`src/rtl/logic_unit_test_ctrl.sv`:
```
// ---------------------------------------------------------------------------
// logic_unit_test_ctrl
//
// Built-in self-test sequencer for an external 2-input bitwise logic unit.
// It walks every (op, a, b) combination, holds each vector for LAT+1 cycles,
// samples the unit's result on the last edge of the hold window, checks it
// against an internal golden model and counts mismatches. The first failing
// vector is captured for diagnosis.
//
// Ports:
//   clk, rst           clock (rising edge) and asynchronous active-high reset
//   start              begin a sweep (honoured only in IDLE)
//   abort              terminate a running sweep
//   dut_a/dut_b/dut_op vector driven to the logic unit (op: AND/OR/XOR/NAND)
//   dut_res            result returned by the logic unit
//   busy               sweep in progress
//   done               one-cycle pulse on normal completion
//   pass               last completed sweep had zero mismatches
//   err_count          mismatching vectors in the current or last sweep
//   fail_valid         first-failure record is valid
//   fail_op/a/b/res    first failing vector and its observed result
// ---------------------------------------------------------------------------
module logic_unit_test_ctrl #(
    parameter int WIDTH = 4,
    parameter int LAT   = 1
) (
    input  logic                 clk,
    input  logic                 rst,
    input  logic                 start,
    input  logic                 abort,
    output logic [WIDTH-1:0]     dut_a,
    output logic [WIDTH-1:0]     dut_b,
    output logic [1:0]           dut_op,
    input  logic [WIDTH-1:0]     dut_res,
    output logic                 busy,
    output logic                 done,
    output logic                 pass,
    output logic [2*WIDTH+2:0]   err_count,
    output logic                 fail_valid,
    output logic [1:0]           fail_op,
    output logic [WIDTH-1:0]     fail_a,
    output logic [WIDTH-1:0]     fail_b,
    output logic [WIDTH-1:0]     fail_res
);

    // Vector register is {op, a, b} so a single increment walks op outermost,
    // b innermost. The all-ones value is the final vector (op=3, a=b=max).
    localparam int VW = 2*WIDTH + 2;
    localparam int EW = 2*WIDTH + 3;

    localparam logic [2:0]    HOLD_LAST = 3'(LAT);
    localparam logic [VW-1:0] VEC_LAST  = {VW{1'b1}};
    localparam logic [VW-1:0] VEC_ONE   = {{(VW-1){1'b0}}, 1'b1};
    localparam logic [EW-1:0] ERR_ONE   = {{(EW-1){1'b0}}, 1'b1};

    localparam logic [1:0] S_IDLE = 2'd0;
    localparam logic [1:0] S_RUN  = 2'd1;
    localparam logic [1:0] S_DONE = 2'd2;

    logic [1:0]       state_q, state_d;
    logic [VW-1:0]    vec_q, vec_d;
    logic [2:0]       hold_q, hold_d;
    logic             busy_q, busy_d;
    logic             done_q, done_d;
    logic             pass_q, pass_d;
    logic [EW-1:0]    err_q, err_d;
    logic             fv_q, fv_d;
    logic [1:0]       fop_q, fop_d;
    logic [WIDTH-1:0] fa_q, fa_d;
    logic [WIDTH-1:0] fb_q, fb_d;
    logic [WIDTH-1:0] fres_q, fres_d;

    logic [1:0]       cur_op_s;
    logic [WIDTH-1:0] cur_a_s;
    logic [WIDTH-1:0] cur_b_s;
    logic [WIDTH-1:0] golden_s;
    logic             mismatch_s;
    logic             sample_s;
    logic [EW-1:0]    err_next_s;

    // Reference behaviour of the logic unit, already WIDTH bits wide.
    function automatic logic [WIDTH-1:0] golden_fn(
        input logic [1:0]       op,
        input logic [WIDTH-1:0] a,
        input logic [WIDTH-1:0] b
    );
        logic [WIDTH-1:0] r;
        case (op)
            2'd0:    r = a & b;
            2'd1:    r = a | b;
            2'd2:    r = a ^ b;
            2'd3:    r = ~(a & b);
            default: r = {WIDTH{1'b0}};
        endcase
        return r;
    endfunction

    assign cur_op_s   = vec_q[VW-1:VW-2];
    assign cur_a_s    = vec_q[2*WIDTH-1:WIDTH];
    assign cur_b_s    = vec_q[WIDTH-1:0];
    assign golden_s   = golden_fn(cur_op_s, cur_a_s, cur_b_s);
    assign mismatch_s = (dut_res != golden_s);
    assign sample_s   = (hold_q == HOLD_LAST);
    assign err_next_s = mismatch_s ? (err_q + ERR_ONE) : err_q;

    // Next-state logic for the sweep sequencer and result bookkeeping.
    always_comb begin
        state_d = state_q;
        vec_d   = vec_q;
        hold_d  = hold_q;
        busy_d  = busy_q;
        done_d  = 1'b0;
        pass_d  = pass_q;
        err_d   = err_q;
        fv_d    = fv_q;
        fop_d   = fop_q;
        fa_d    = fa_q;
        fb_d    = fb_q;
        fres_d  = fres_q;

        case (state_q)
            S_IDLE: begin
                if (start) begin
                    state_d = S_RUN;
                    vec_d   = {VW{1'b0}};
                    hold_d  = 3'd0;
                    busy_d  = 1'b1;
                    pass_d  = 1'b0;
                    err_d   = {EW{1'b0}};
                    fv_d    = 1'b0;
                    fop_d   = 2'd0;
                    fa_d    = {WIDTH{1'b0}};
                    fb_d    = {WIDTH{1'b0}};
                    fres_d  = {WIDTH{1'b0}};
                end else begin
                    state_d = S_IDLE;
                end
            end
            S_RUN: begin
                // Abort wins over a vector completing on the same edge;
                // partial err_count and fail record are kept.
                if (abort) begin
                    state_d = S_IDLE;
                    busy_d  = 1'b0;
                    pass_d  = 1'b0;
                end else if (sample_s) begin
                    hold_d = 3'd0;
                    err_d  = err_next_s;
                    if (mismatch_s && !fv_q) begin
                        fv_d   = 1'b1;
                        fop_d  = cur_op_s;
                        fa_d   = cur_a_s;
                        fb_d   = cur_b_s;
                        fres_d = dut_res;
                    end else begin
                        fv_d = fv_q;
                    end
                    if (vec_q == VEC_LAST) begin
                        state_d = S_DONE;
                        busy_d  = 1'b0;
                        done_d  = 1'b1;
                        pass_d  = (err_next_s == {EW{1'b0}});
                    end else begin
                        vec_d = vec_q + VEC_ONE;
                    end
                end else begin
                    hold_d = hold_q + 3'd1;
                end
            end
            S_DONE: begin
                state_d = S_IDLE;
            end
            default: begin
                state_d = S_IDLE;
                busy_d  = 1'b0;
            end
        endcase
    end

    // State and output registers; reset clears everything immediately.
    always_ff @(posedge clk or posedge rst) begin
        if (rst) begin
            state_q <= S_IDLE;
            vec_q   <= {VW{1'b0}};
            hold_q  <= 3'd0;
            busy_q  <= 1'b0;
            done_q  <= 1'b0;
            pass_q  <= 1'b0;
            err_q   <= {EW{1'b0}};
            fv_q    <= 1'b0;
            fop_q   <= 2'd0;
            fa_q    <= {WIDTH{1'b0}};
            fb_q    <= {WIDTH{1'b0}};
            fres_q  <= {WIDTH{1'b0}};
        end else begin
            state_q <= state_d;
            vec_q   <= vec_d;
            hold_q  <= hold_d;
            busy_q  <= busy_d;
            done_q  <= done_d;
            pass_q  <= pass_d;
            err_q   <= err_d;
            fv_q    <= fv_d;
            fop_q   <= fop_d;
            fa_q    <= fa_d;
            fb_q    <= fb_d;
            fres_q  <= fres_d;
        end
    end

    assign dut_op     = cur_op_s;
    assign dut_a      = cur_a_s;
    assign dut_b      = cur_b_s;
    assign busy       = busy_q;
    assign done       = done_q;
    assign pass       = pass_q;
    assign err_count  = err_q;
    assign fail_valid = fv_q;
    assign fail_op    = fop_q;
    assign fail_a     = fa_q;
    assign fail_b     = fb_q;
    assign fail_res   = fres_q;

endmodule

```
`config.mk`:
```
export PLATFORM = sky130hd
export DESIGN_NAME = logic_unit_test_ctrl
export DESIGN_NICKNAME = d
export VERILOG_FILES = /design/src/rtl/logic_unit_test_ctrl.sv
export SDC_FILE = /design/constraint.sdc
export NUM_CORES = 1
export LEC_CHECK = 0
export ABC_AREA = 1
export BUFFER_PORTS_ARGS = -buffer_cell sky130_fd_sc_hd__buf_2
export CORE_MARGIN = 8
export CORE_UTILIZATION = 60
export DETAILED_ROUTE_END_ITERATION = 10
export GPL_ROUTABILITY_DRIVEN = 0
export HOLD_SLACK_MARGIN = 0.12
export PLACE_DENSITY = 0.85
export SLEW_MARGIN = 20
export SYNTH_ARGS = -nofsm -noshare
export SYNTH_HDL_FRONTEND = slang
export SYNTH_SLANG_ARGS = --single-unit
export TNS_END_PERCENT = 50
```
`constraint.sdc`:
```
create_clock -name clk -period 2.9 [get_ports clk]
set_input_delay 0.29 -clock clk [delete_from_list [all_inputs] [get_ports clk]]
set_output_delay 0.29 -clock clk [all_outputs]
set_load 0.01 [all_outputs]
```
==> results of run 1 <==
-- worst max-delay path by stage --
stage	end	cells after the start
3_3_place_gp	fail_op[0]$_DFFE_PP0P_	13
6_report	fail_res[3]$_DFFE_PP0P_	13
4_1_cts	fail_res[3]$_DFFE_PP0P_	13
3_5_place_dp	fail_res[3]$_DFFE_PP0P_	13
2_1_floorplan	pass$_DFFE_PP0P_	15
5_1_grt	fail_a[0]$_DFFE_PP0P_	13
-- cell type report --
class / instances / area, um2
Multi-Input combinational cell: 243 / 1287
Fill cell: 369 / 1264
Sequential cell: 44 / 1101
Timing Repair Buffer: 48 / 247.7
Inverter: 62 / 232.7
Clock buffer: 7 / 96.34
Tap cell: 52 / 65.06
Clock inverter: 1 / 30.03
-- power groups by stage --
stage | Combinational, mW | Clock [mW] | Sequential (mW)
finish | 0.553 | 0.520 | 0.768
global route | 0.629 | 0.549 | 0.781
CTS | 0.552 | 0.525 | 0.767
detailed placement | 0.540 | 0 | 0.779
global placement | 0.528 | 0 | 0.774
floorplan | 0.347 | 0 | 0.796
-- sequential cells by signal (all words and copies together) (netlist names) --
| register | cells |
|---|---|
| busy | 1 |
| fail_op | 2 |
| state_q | 2 |
| done | 1 |
| fail_b | 4 |
| fail_res | 4 |
| err_count | 11 |
| vec_q | 10 |
| fail_a | 4 |
| fail_valid | 1 |
| hold_q | 3 |
| pass | 1 |
-- routing by layer --
layer / part of all wire, % / vias to the layer above
li1: - / 1230
met1: 42 / 1177
met2: 46 / 124
met3: 9.4 / 18
met4: 2.6 / 0
met5: 0 / -
-- synth_stat cells --
library cell / n / area, um2
nor2_8: 2 / 40.04
nand2_1: 86 / 322.8
nor3_1: 6 / 30.03
inv_1: 57 / 214.0
buf_4: 1 / 7.510
a22o_1: 1 / 8.760
o21ai_0: 32 / 160.2
a21oi_1: 11 / 55.05
nand4_1: 2 / 12.51
dfrtp_1: 44 / 1101
a31oi_1: 1 / 6.260
and3_1: 1 / 6.260
nand3_2: 3 / 30.03
buf_2: 1 / 5.000
o22ai_1: 4 / 25.02
ha_1: 10 / 125.1
o21bai_1: 1 / 7.510
nand2_2: 8 / 50.05
nand2_4: 2 / 22.52
nand3_1: 33 / 165.2
nor3b_2: 1 / 12.51
o21ai_1: 3 / 15.01
a21o_1: 1 / 7.510
nor3b_1: 1 / 7.510
xor2_1: 10 / 87.58
nor2_1: 24 / 90.09
inv_2: 5 / 18.77
buf_6: 3 / 33.78
-- timing repair --
item / 4_1_cts / 5_1_grt
hold buffers: 1 / 0
endpoints found under the hold margin: 22 / 0
setup endpoints to repair: 0 / 0
-- worst min-delay path, delay by kind of cell --
kind / cells / cell delay [ns]
AO/OA/AOI/OAI: 1 / 0.08
buffers and inverters: 2 / 0.17
-- cell families (layout without fill, tap and decap cells) --
logic type	count (synthesis)	after routing	synth area share, %
xor+xnor	10	10	3.283
compound gates	54	54	10.69
fa+ha+maj	10	10	4.690
simple gates	169	169	29.60
buf+inv	67	118	10.46
flops	44	44	41.28
==> metrics.csv, run 1 <==
stage,metric,value,unit
outcome,outcome,"finished, final reports clean",
drt,Pre-antenna DRT Iters,5,
floorplanning,Core ar.,4324,um2
clocking,CTS Buf Count,5,
global_routing,routing usage on met2,31.86,%
synthesis,Yosys Warn Count,0,
synthesis,post-synthesis sequential area ratio,41.28,%
sta,Worst-Margin Slew,0.8062,ns
floorplanning,Die Area,6835,um2
global_routing,gr usage total,21.14,%
finish,nets,422,
setup_path,crit end category,register,
pwr,P_int,1.171,mW
sta,# setup viols final,0,
clocking,Root Buffer,clkbuf_8,
drt,Final ANT Viol Nets,0,
global_routing,met3 usage in global routing,5.411,%
setup_path,critical setup path kind,register to register,
setup_path,max incr delay on CP,0.42,ns
min_path,Hold Path Depth,3,
finish,final core occ,70.78,%
finish,Non-Filler Instances,457,
setup_path,FF-to-FF Start,vec_q[1]$_DFFE_PP0P_,
pwr,sw power,0.6700,mW
sta,fmax,410.6,MHz
synthesis,Mapped Cells,354,
drt,residual DRC count,0,
pwr,Clk pwr share,28.2,%
sta,Fin Hold WS,0.2768,ns
placement,dpl cell area,2924,um2
placement,IO buf count,46,
synthesis,Yosys reg bits,44,
setup_path,Slowest cell on crit path,dfrtp_1,
setup_path,Reg-to-Reg End,fail_res[3]$_DFFE_PP0P_,
sta,Slew HR,45.92,%
setup_path,crit-path cells,inv_1 > ha_1 > nand3_1 > nand2_1 > o21ai_1 > nand2_1 > nand2_2 > nor2_8 > nand2_4 > nand2_1 > nand2_1 > nand2_1 > o21ai_0,
pwr,LEAKAGE,1.702,nW
synthesis,synthesized area,2668,um2
setup_path,Crit path max-delay family,simple AND/OR/NAND/NOR gates,
setup_path,R2R setup slack,0.46,ns
placement,post-DP HPWL,4892,um
pwr,combinational share of power,30.0,%
sta,RSZ-0062 raised after global routing,no,
synthesis,average cell area after synthesis,7.535,um2
finish,most frequent cells in the layout,"nand2_1, inv_1, buf_2, dfrtp_1, nand3_1",
synthesis,synth unique cells,28,
pwr,Sw Ratio,36.40,%
floorplanning,Chip Height,82.68,um
global_routing,grt ovf,0,
sta,period utilization,83.99,%
drt,DR WL/cell,14.54,um
clocking,CTS tree,built,
sta,Final WS setup,0.4644,ns
placement,DP Worst Slack,0.4739,ns
setup_path,Worst Path Buf+Inv,1,
pwr,worst ir drop on vdd,0.4750,mV
setup_path,Worst path most repeated cell,nand2_1,
flow_run,Max-cap violations,0,
finish,"commonest non-fill, non-tap cell in the layout",nand2_1,
global_routing,first-pass GRT wire length,11220,um
min_path,worst hold-check path type,input port to register,
min_path,Worst Min Path Start,dut_res[1],
global_routing,initial antenna violation count,0,
global_routing,GR peak layer,met2,
sta,post-layout min period,2.436,ns
floorplanning,chip width,82.68,um
clocking,H-tree levels,2,
setup_path,Worst Path Max Fanout,15,
clocking,clock buffer depth,2,
sta,Final Max Tran Viols,0,
placement,Placed Cells,448,
global_routing,vias in the first global route,2388,
pwr,sequential group share of total power,41.7,%
drt,drt total wl,6644,um
drt,DR iter-0 viols,174,
drt,drt via density,5.578,
setup_path,Worst EP required,3.08,ns
global_routing,largest net degree at the start of global routing,24,
clocking,postcts setup bufs,0,
floorplanning,initial core utilization,61.69,%
setup_path,Critical Path Start,vec_q[1]$_DFFE_PP0P_,
finish,share of layout cells above drive strength 1,18.77,%
drt,vias after detailed routing,2549,
sta,Final Hold Vio Count,0,
synthesis,Post-Syn Nets,372,
sta,Worst Clk Skew,0.008035,ns
clocking,post-CTS resize count,0,
setup_path,crit path DAT,2.61,ns
setup_path,startpoint types,register,
pwr,Pwr Density,601.4,nW/um2
setup_path,Worst Reg-to-Reg Cells,13,
clocking,Worst-path clk slew,0.09,ns
min_path,hold endpoint,fail_res[1]$_DFFE_PP0P_,
finish,diode count,0,
finish,area grow syn2layout,14.73,%
clocking,Skew-Pair Late Insertion Delay,0.30,ns
global_routing,routing usage on met1,28.06,%
floorplanning,count of boundary I/O pins,47,
sta,Setup TNS,0,ns
floorplanning,cell row count,24,
pwr,overall power,1.841,mW
clocking,clock sinks,44,
finish,design area,3060,um2
(Power assumes the default switching activity.)
==> run 2, diff against run 1 <==
Settings changed: CORE_UTILIZATION 60 to 51, PLACE_DENSITY 0.85 to 0.77.
Clock period 2.9 ns to 2.2 ns, I/O delays scaled along.
==> run 2 against run 1 <==
Effect of this change:
- global-route usage decreased by 2.2 points
- clock skew decreased by 0.0010 ns
- sequential power increased by 33%
- flip-flop and latch count unchanged
- die area increased by 14%
==> metrics.csv, run 2 (synthesis gave the netlist of run 1 again) <==
stage,metric,value,unit,change
sta,Final WS setup,0.05421,ns,was 0.4644 ns
clocking,H-tree levels,2,,unchanged
floorplanning,count of boundary I/O pins,47,,unchanged
drt,residual DRC count,0,,unchanged
outcome,outcome,"finished, final reports clean",,unchanged
setup_path,critical setup path kind,register to register,,unchanged
pwr,overall power,2.377,mW,was 1.841 mW
drt,drt total wl,7145,um,was 6644 um
sta,post-layout min period,2.146,ns,was 2.436 ns
drt,DR iter-0 viols,164,,was 174
floorplanning,chip width,88.32,um,was 82.68 um
global_routing,grt ovf,0,,unchanged
sta,period utilization,97.54,%,was 83.99%
global_routing,initial antenna violation count,0,,unchanged
global_routing,first-pass GRT wire length,11520,um,was 11220 um
clocking,Worst-path clk slew,0.08,ns,was 0.09 ns
sta,fmax,466.0,MHz,was 410.6 MHz
pwr,Pwr Density,713.9,nW/um2,was 601.4 nW/um2
global_routing,largest net degree at the start of global routing,24,,unchanged
setup_path,crit path DAT,2.32,ns,was 2.61 ns
floorplanning,Chip Height,88.32,um,was 82.68 um
finish,diode count,0,,unchanged
sta,Final Max Tran Viols,0,,unchanged
clocking,Skew-Pair Late Insertion Delay,0.30,ns,about the same
clocking,clock sinks,44,,unchanged
drt,drt via density,5.198,,was 5.578
floorplanning,Die Area,7800,um2,was 6835 um2
finish,most frequent cells in the layout,"nand2_1, inv_1, buf_2, dfrtp_1",,"was nand2_1, inv_1, buf_2, dfrtp_1, nand3_1"
clocking,CTS tree,built,,unchanged
sta,RSZ-0062 raised after global routing,yes,,was no
placement,post-DP HPWL,5197,um,was 4892 um
min_path,worst hold-check path type,input port to register,,unchanged
flow_run,Max-cap violations,0,,unchanged
drt,Final ANT Viol Nets,0,,unchanged
sta,# setup viols final,0,,unchanged
global_routing,gr usage total,18.93,%,was 21.14%
sta,Final Hold Vio Count,0,,unchanged
clocking,Root Buffer,clkbuf_8,,unchanged
placement,dpl cell area,3107,um2,was 2924 um2
finish,"commonest non-fill, non-tap cell in the layout",nand2_1,,unchanged
placement,IO buf count,46,,unchanged
finish,max reg flops,11,,unchanged
finish,share of layout cells above drive strength 1,27.67,%,was 18.77%
clocking,clock buffer depth,2,,unchanged
drt,Pre-antenna DRT Iters,5,,unchanged
floorplanning,initial core utilization,52.56,%,was 61.69%
drt,DR WL/cell,14.29,um,was 14.54 um
sta,Worst-Margin Slew,0.8507,ns,was 0.8062 ns
setup_path,crit end category,register,,unchanged
sta,Slew HR,42.94,%,was 45.92%
finish,design area,3329,um2,was 3060 um2
setup_path,Worst Path Max Fanout,15,,unchanged
finish,Non-Filler Instances,500,,was 457
setup_path,startpoint types,register,,unchanged
setup_path,Worst EP required,2.37,ns,was 3.08 ns
global_routing,vias in the first global route,2479,,was 2388
pwr,worst ir drop on vdd,0.4696,mV,was 0.4750 mV
drt,vias after detailed routing,2599,,was 2549
sta,Worst Clk Skew,0.007018,ns,was 0.008035 ns
clocking,CTS Buf Count,5,,unchanged
pwr,LEAKAGE,1.820,nW,was 1.702 nW
placement,Placed Cells,484,,was 448
finish,nets,447,,was 422
finish,area grow syn2layout,24.81,%,was 14.73%
floorplanning,cell row count,26,,was 24
floorplanning,Core ar.,5075,um2,was 4324 um2
placement,DP Worst Slack,0.06647,ns,was 0.4739 ns
finish,Layout fillers,431,,was 369
run 2: area by class of cell:
class | count | area [um2] | area share, %
flip-flops and latches | 44 | 1105 | 33.18
clock buffers | 8 | 90.09 | 2.706
well taps | 70 | 87.58 | 2.631
multi-input cells | 243 | 1346 | 40.44
repair buffers | 73 | 467.9 | 14.05
inverters | 62 | 232.7 | 6.990
run 2: per-layer routing:
layer	vias to the layer above	track usage, %	routed length, um
li1	1273	-	-
met1	1186	24.48	3224
met2	123	29.80	3189
met3	17	3.807	564
met4	0	8.295	166
met5	-	0	0
run 2: critical path: stages, from the launching register on:
cell and delay, ns:
dfrtp_1 0.44, buf_4 0.16, ha_1 0.18, inv_2 0.07, nand2_1 0.06, nand3_2 0.07
nand2_1 0.06, nand2_1 0.07, nand2_1 0.07, inv_2 0.09, nor2_8 0.04, nand2_4 0.10
nand2_1 0.06, nand2_1 0.09, nand2_2 0.19, nand2_1 0.14, o21ai_0 0.12
run 2: worst paths after layout:
kind | startpoint | end | slack [ns] | cells after the start
max | vec_q[0]$_DFFE_PP0P_ | fail_a[0]$_DFFE_PP0P_ | 0.05 | 16
min | dut_res[3] | fail_res[3]$_DFFE_PP0P_ | 0.21 | 3
min reg2reg | state_q[0]$_DFFE_PP0P_ | busy$_DFFE_PP0P_ | 0.48 | 1
max reg2reg | vec_q[0]$_DFFE_PP0P_ | fail_a[0]$_DFFE_PP0P_ | 0.05 | 16
max in group asynchronous | rst | err_count[7]$_DFFE_PP0P_ | 1.14 | 4
min in group asynchronous | rst | fail_res[3]$_DFFE_PP0P_ | 0.52 | 3
run 2: repair_timing:
| item | CTS | global route |
|---|---|---|
| resized for setup | 0 | 24 |
| hold buffers | 1 | 0 |
| endpoints found under the setup margin | 0 | 20 |
| endpoints found under the hold margin | 21 | 0 |
| buffers inserted | 0 | 7 |
run 2: where the power goes:
group / internal [mW] / total [mW] / switching, mW
logic: 0.296 / 0.826 / 0.530
registers: 0.923 / 1.02 / 0.0947
clock network: 0.256 / 0.533 / 0.277
run 2: stage by stage:
| stage | TNS [ns] | hold WS, ns | util, % |
|---|---|---|---|
| after floorplan | 0 | 0.3724 | - |
| after global placement | 0 | 0.3200 | 61.22 |
| after detailed placement | 0 | 0.3230 | 61.22 |
| after CTS | 0 | 0.2131 | 63.19 |
| after global routing | -0.06613 | 0.2158 | 65.61 |
| final | 0 | 0.2084 | 65.61 |
==> run 3, diff against run 2 <==
Settings changed: CORE_MARGIN 8 to 5.
==> run 3 against run 2 <==
Effect of this change:
- first-iteration DRC count grew 80%
- maximum frequency grew 2.6%
- routed wire length shrank 2.2%
- worst setup slack gained 0.055 ns
- final cell count grew 0.60%
- largest cell class unchanged
==> metrics.csv, run 3 (synthesis gave the netlist of run 1 again) <==
stage,metric,value,unit,change
pwr,worst ir drop on vdd,0.5028,mV,was 0.4696 mV
setup_path,crit path DAT,2.34,ns,was 2.32 ns
min_path,hold endpoint,fail_res[2]$_DFFE_PP0P_,,was fail_res[3]$_DFFE_PP0P_
drt,vias after detailed routing,2629,,was 2599
sta,Worst Clk Skew,0.008674,ns,was 0.007018 ns
clocking,Root Buffer,clkbuf_8,,unchanged
clocking,clock sinks,44,,unchanged
finish,max reg flops,11,,unchanged
setup_path,Worst EP required,2.45,ns,was 2.37 ns
sta,# setup viols final,0,,unchanged
sta,period utilization,95.05,%,was 97.54%
sta,RSZ-0062 raised after global routing,yes,,unchanged
floorplanning,Die Area,6777,um2,was 7800 um2
drt,Final ANT Viol Nets,0,,unchanged
sta,Worst-Margin Slew,0.9025,ns,was 0.8507 ns
min_path,worst hold-check path type,input port to register,,unchanged
sta,Slew HR,39.46,%,was 42.94%
outcome,outcome,"finished, final reports clean",,unchanged
global_routing,grt ovf,0,,unchanged
setup_path,FF-to-FF Start,vec_q[6]$_DFFE_PP0P_,,was vec_q[0]$_DFFE_PP0P_
floorplanning,Core ar.,5107,um2,was 5075 um2
floorplanning,chip width,82.32,um,was 88.32 um
finish,most frequent cells in the layout,"nand2_1, inv_1, buf_2, dfrtp_1, nand3_1",,"was nand2_1, inv_1, buf_2, dfrtp_1"
floorplanning,Chip Height,82.32,um,was 88.32 um
global_routing,first-pass GRT wire length,11430,um,was 11520 um
pwr,Pwr Density,718.8,nW/um2,was 713.9 nW/um2
global_routing,gr usage total,22.08,%,was 18.93%
clocking,H-tree levels,2,,unchanged
setup_path,critical setup path kind,register to register,,unchanged
pwr,sequential group share of total power,42.9,%,was 42.8%
pwr,combinational share of power,34.3,%,was 34.7%
sta,Final WS setup,0.1088,ns,was 0.05421 ns
sta,fmax,478.2,MHz,was 466.0 MHz
drt,Pre-antenna DRT Iters,5,,unchanged
finish,final core occ,64.50,%,was 65.61%
setup_path,Worst Reg-to-Reg Cells,16,,unchanged
floorplanning,cell row count,26,,unchanged
finish,diode count,0,,unchanged
finish,design area,3294,um2,was 3329 um2
finish,area grow syn2layout,23.50,%,was 24.81%
drt,drt total wl,6991,um,was 7145 um
drt,drt via density,5.227,,was 5.198
placement,post-DP HPWL,5108,um,was 5197 um
pwr,Sw Ratio,38.12,%,was 37.92%
setup_path,crit end category,register,,unchanged
pwr,Clk pwr share,22.8,%,was 22.4%
placement,DP Worst Slack,0.03753,ns,was 0.06647 ns
sta,Final Max Tran Viols,0,,unchanged
setup_path,startpoint types,register,,unchanged
pwr,sw power,0.9025,mW,was 0.9013 mW
drt,DR iter-0 viols,295,,was 164
min_path,Worst Min Path Start,dut_res[2],,was dut_res[3]
floorplanning,count of boundary I/O pins,47,,unchanged
global_routing,vias in the first global route,2463,,was 2479
clocking,CTS Buf Count,5,,unchanged
pwr,LEAKAGE,1.834,nW,was 1.820 nW
clocking,Skew-Pair Late Insertion Delay,0.30,ns,about the same
clocking,clock buffer depth,2,,unchanged
pwr,overall power,2.368,mW,was 2.377 mW
clocking,Worst-path clk slew,0.09,ns,was 0.08 ns
pwr,P_int,1.465,mW,was 1.476 mW
clocking,CTS tree,built,,unchanged
global_routing,largest net degree at the start of global routing,25,,was 24
setup_path,R2R setup slack,0.11,ns,was 0.05 ns
sta,Final Hold Vio Count,0,,unchanged
finish,share of layout cells above drive strength 1,26.56,%,was 27.67%
min_path,Hold Path Depth,3,,unchanged
global_routing,initial antenna violation count,0,,unchanged
finish,nets,450,,was 447
flow_run,Max-cap violations,0,,unchanged
floorplanning,initial core utilization,52.23,%,was 52.56%
drt,DR WL/cell,13.90,um,was 14.29 um
placement,IO buf count,46,,unchanged
placement,dpl cell area,3074,um2,was 3107 um2
sta,post-layout min period,2.091,ns,was 2.146 ns
setup_path,Worst Path Max Fanout,7,,was 15
setup_path,Reg-to-Reg End,pass$_DFFE_PP0P_,,was fail_a[0]$_DFFE_PP0P_
drt,residual DRC count,0,,unchanged
finish,"commonest non-fill, non-tap cell in the layout",nand2_1,,unchanged
==> run 3: cell types whose count changed in the layout (fill, tap and decap cells not counted), moves of 3 or more <==
cell / change
inv_1: +4
nand3_1: +3
nand3_2: -3
buf_4: +6
inv_2: -4
nand2_1: -3
==> run 3: worst max-delay path, cell delays in order (launching register included) <==
cell,delay (ns)
dfrtp_1,0.38
inv_1,0.10
ha_1,0.31
nand3_2,0.09
nand2_1,0.06
o21bai_1,0.19
nand2_2,0.09
nand2_4,0.09
nor2_8,0.04
buf_4,0.16
nand3_1,0.11
nand2_2,0.08
nor2_2,0.10
nand2_1,0.06
nor2_1,0.08
nand2_1,0.05
nand2_1,0.05
==> run 3: worst max path at each step <==
stage / from / endpoint / slack, ns / cells after the start
3_5_place_dp: vec_q[8]$_DFFE_PP0P_ / pass$_DFFE_PP0P_ / 0.04 / 15
2_1_floorplan: vec_q[6]$_DFFE_PP0P_ / pass$_DFFE_PP0P_ / 0.19 / 15
4_1_cts: vec_q[8]$_DFFE_PP0P_ / pass$_DFFE_PP0P_ / 0.008 / 16
5_1_grt: vec_q[6]$_DFFE_PP0P_ / pass$_DFFE_PP0P_ / -0.06 / 16
3_3_place_gp: vec_q[8]$_DFFE_PP0P_ / pass$_DFFE_PP0P_ / 0.11 / 16
6_report: vec_q[6]$_DFFE_PP0P_ / pass$_DFFE_PP0P_ / 0.11 / 16
==> run 3: routing by layer <==
metal | wire length [um] | GRT usage (%) | vias up
met1 | 3180 | 31.36 | 1210
met5 | 0 | 0 | -
met3 | 494 | 3.579 | 15
li1 | - | - | 1283
met2 | 3187 | 34.70 | 121
met4 | 129 | 6.312 | 0
==> run 3: through the flow <==
stage | hold slack, ns | std cells | TNS, ns
floorplan | 0.3724 | 354 | 0
global placement | 0.3287 | 483 | 0
detailed placement | 0.3373 | 483 | 0
CTS | 0.2096 | 492 | 0
global route | 0.2308 | 503 | -0.2907
finish | 0.2188 | 503 | 0
==> run 3: layout make-up <==
class                           count  area (um2)
Fill cell                         435        1813
Timing Repair Buffer               76       465.4
Inverter                           62       232.7
Multi-Input combinational cell    243        1313
Clock inverter                      2       10.01
Clock buffer                        6       82.58
Sequential cell                    44        1104
Tap cell                           70       87.58
==> run 3: timing repair <==
| item | CTS | global route |
|---|---|---|
| buffers inserted | 0 | 11 |
| endpoints found under the hold margin | 22 | 0 |
| endpoints found under the setup margin | 0 | 26 |
| gates resized for setup | 0 | 17 |
| hold buffers | 1 | 0 |
==> run 3: power groups by stage <==
stage	Sequential (mW)	Combinational [mW]	Clock, mW
after detailed placement	1.03	0.757	0
after global routing	1.03	0.929	0.576
after global placement	1.02	0.746	0
final	1.02	0.811	0.540
after floorplan	1.05	0.458	0
after CTS	1.01	0.764	0.547
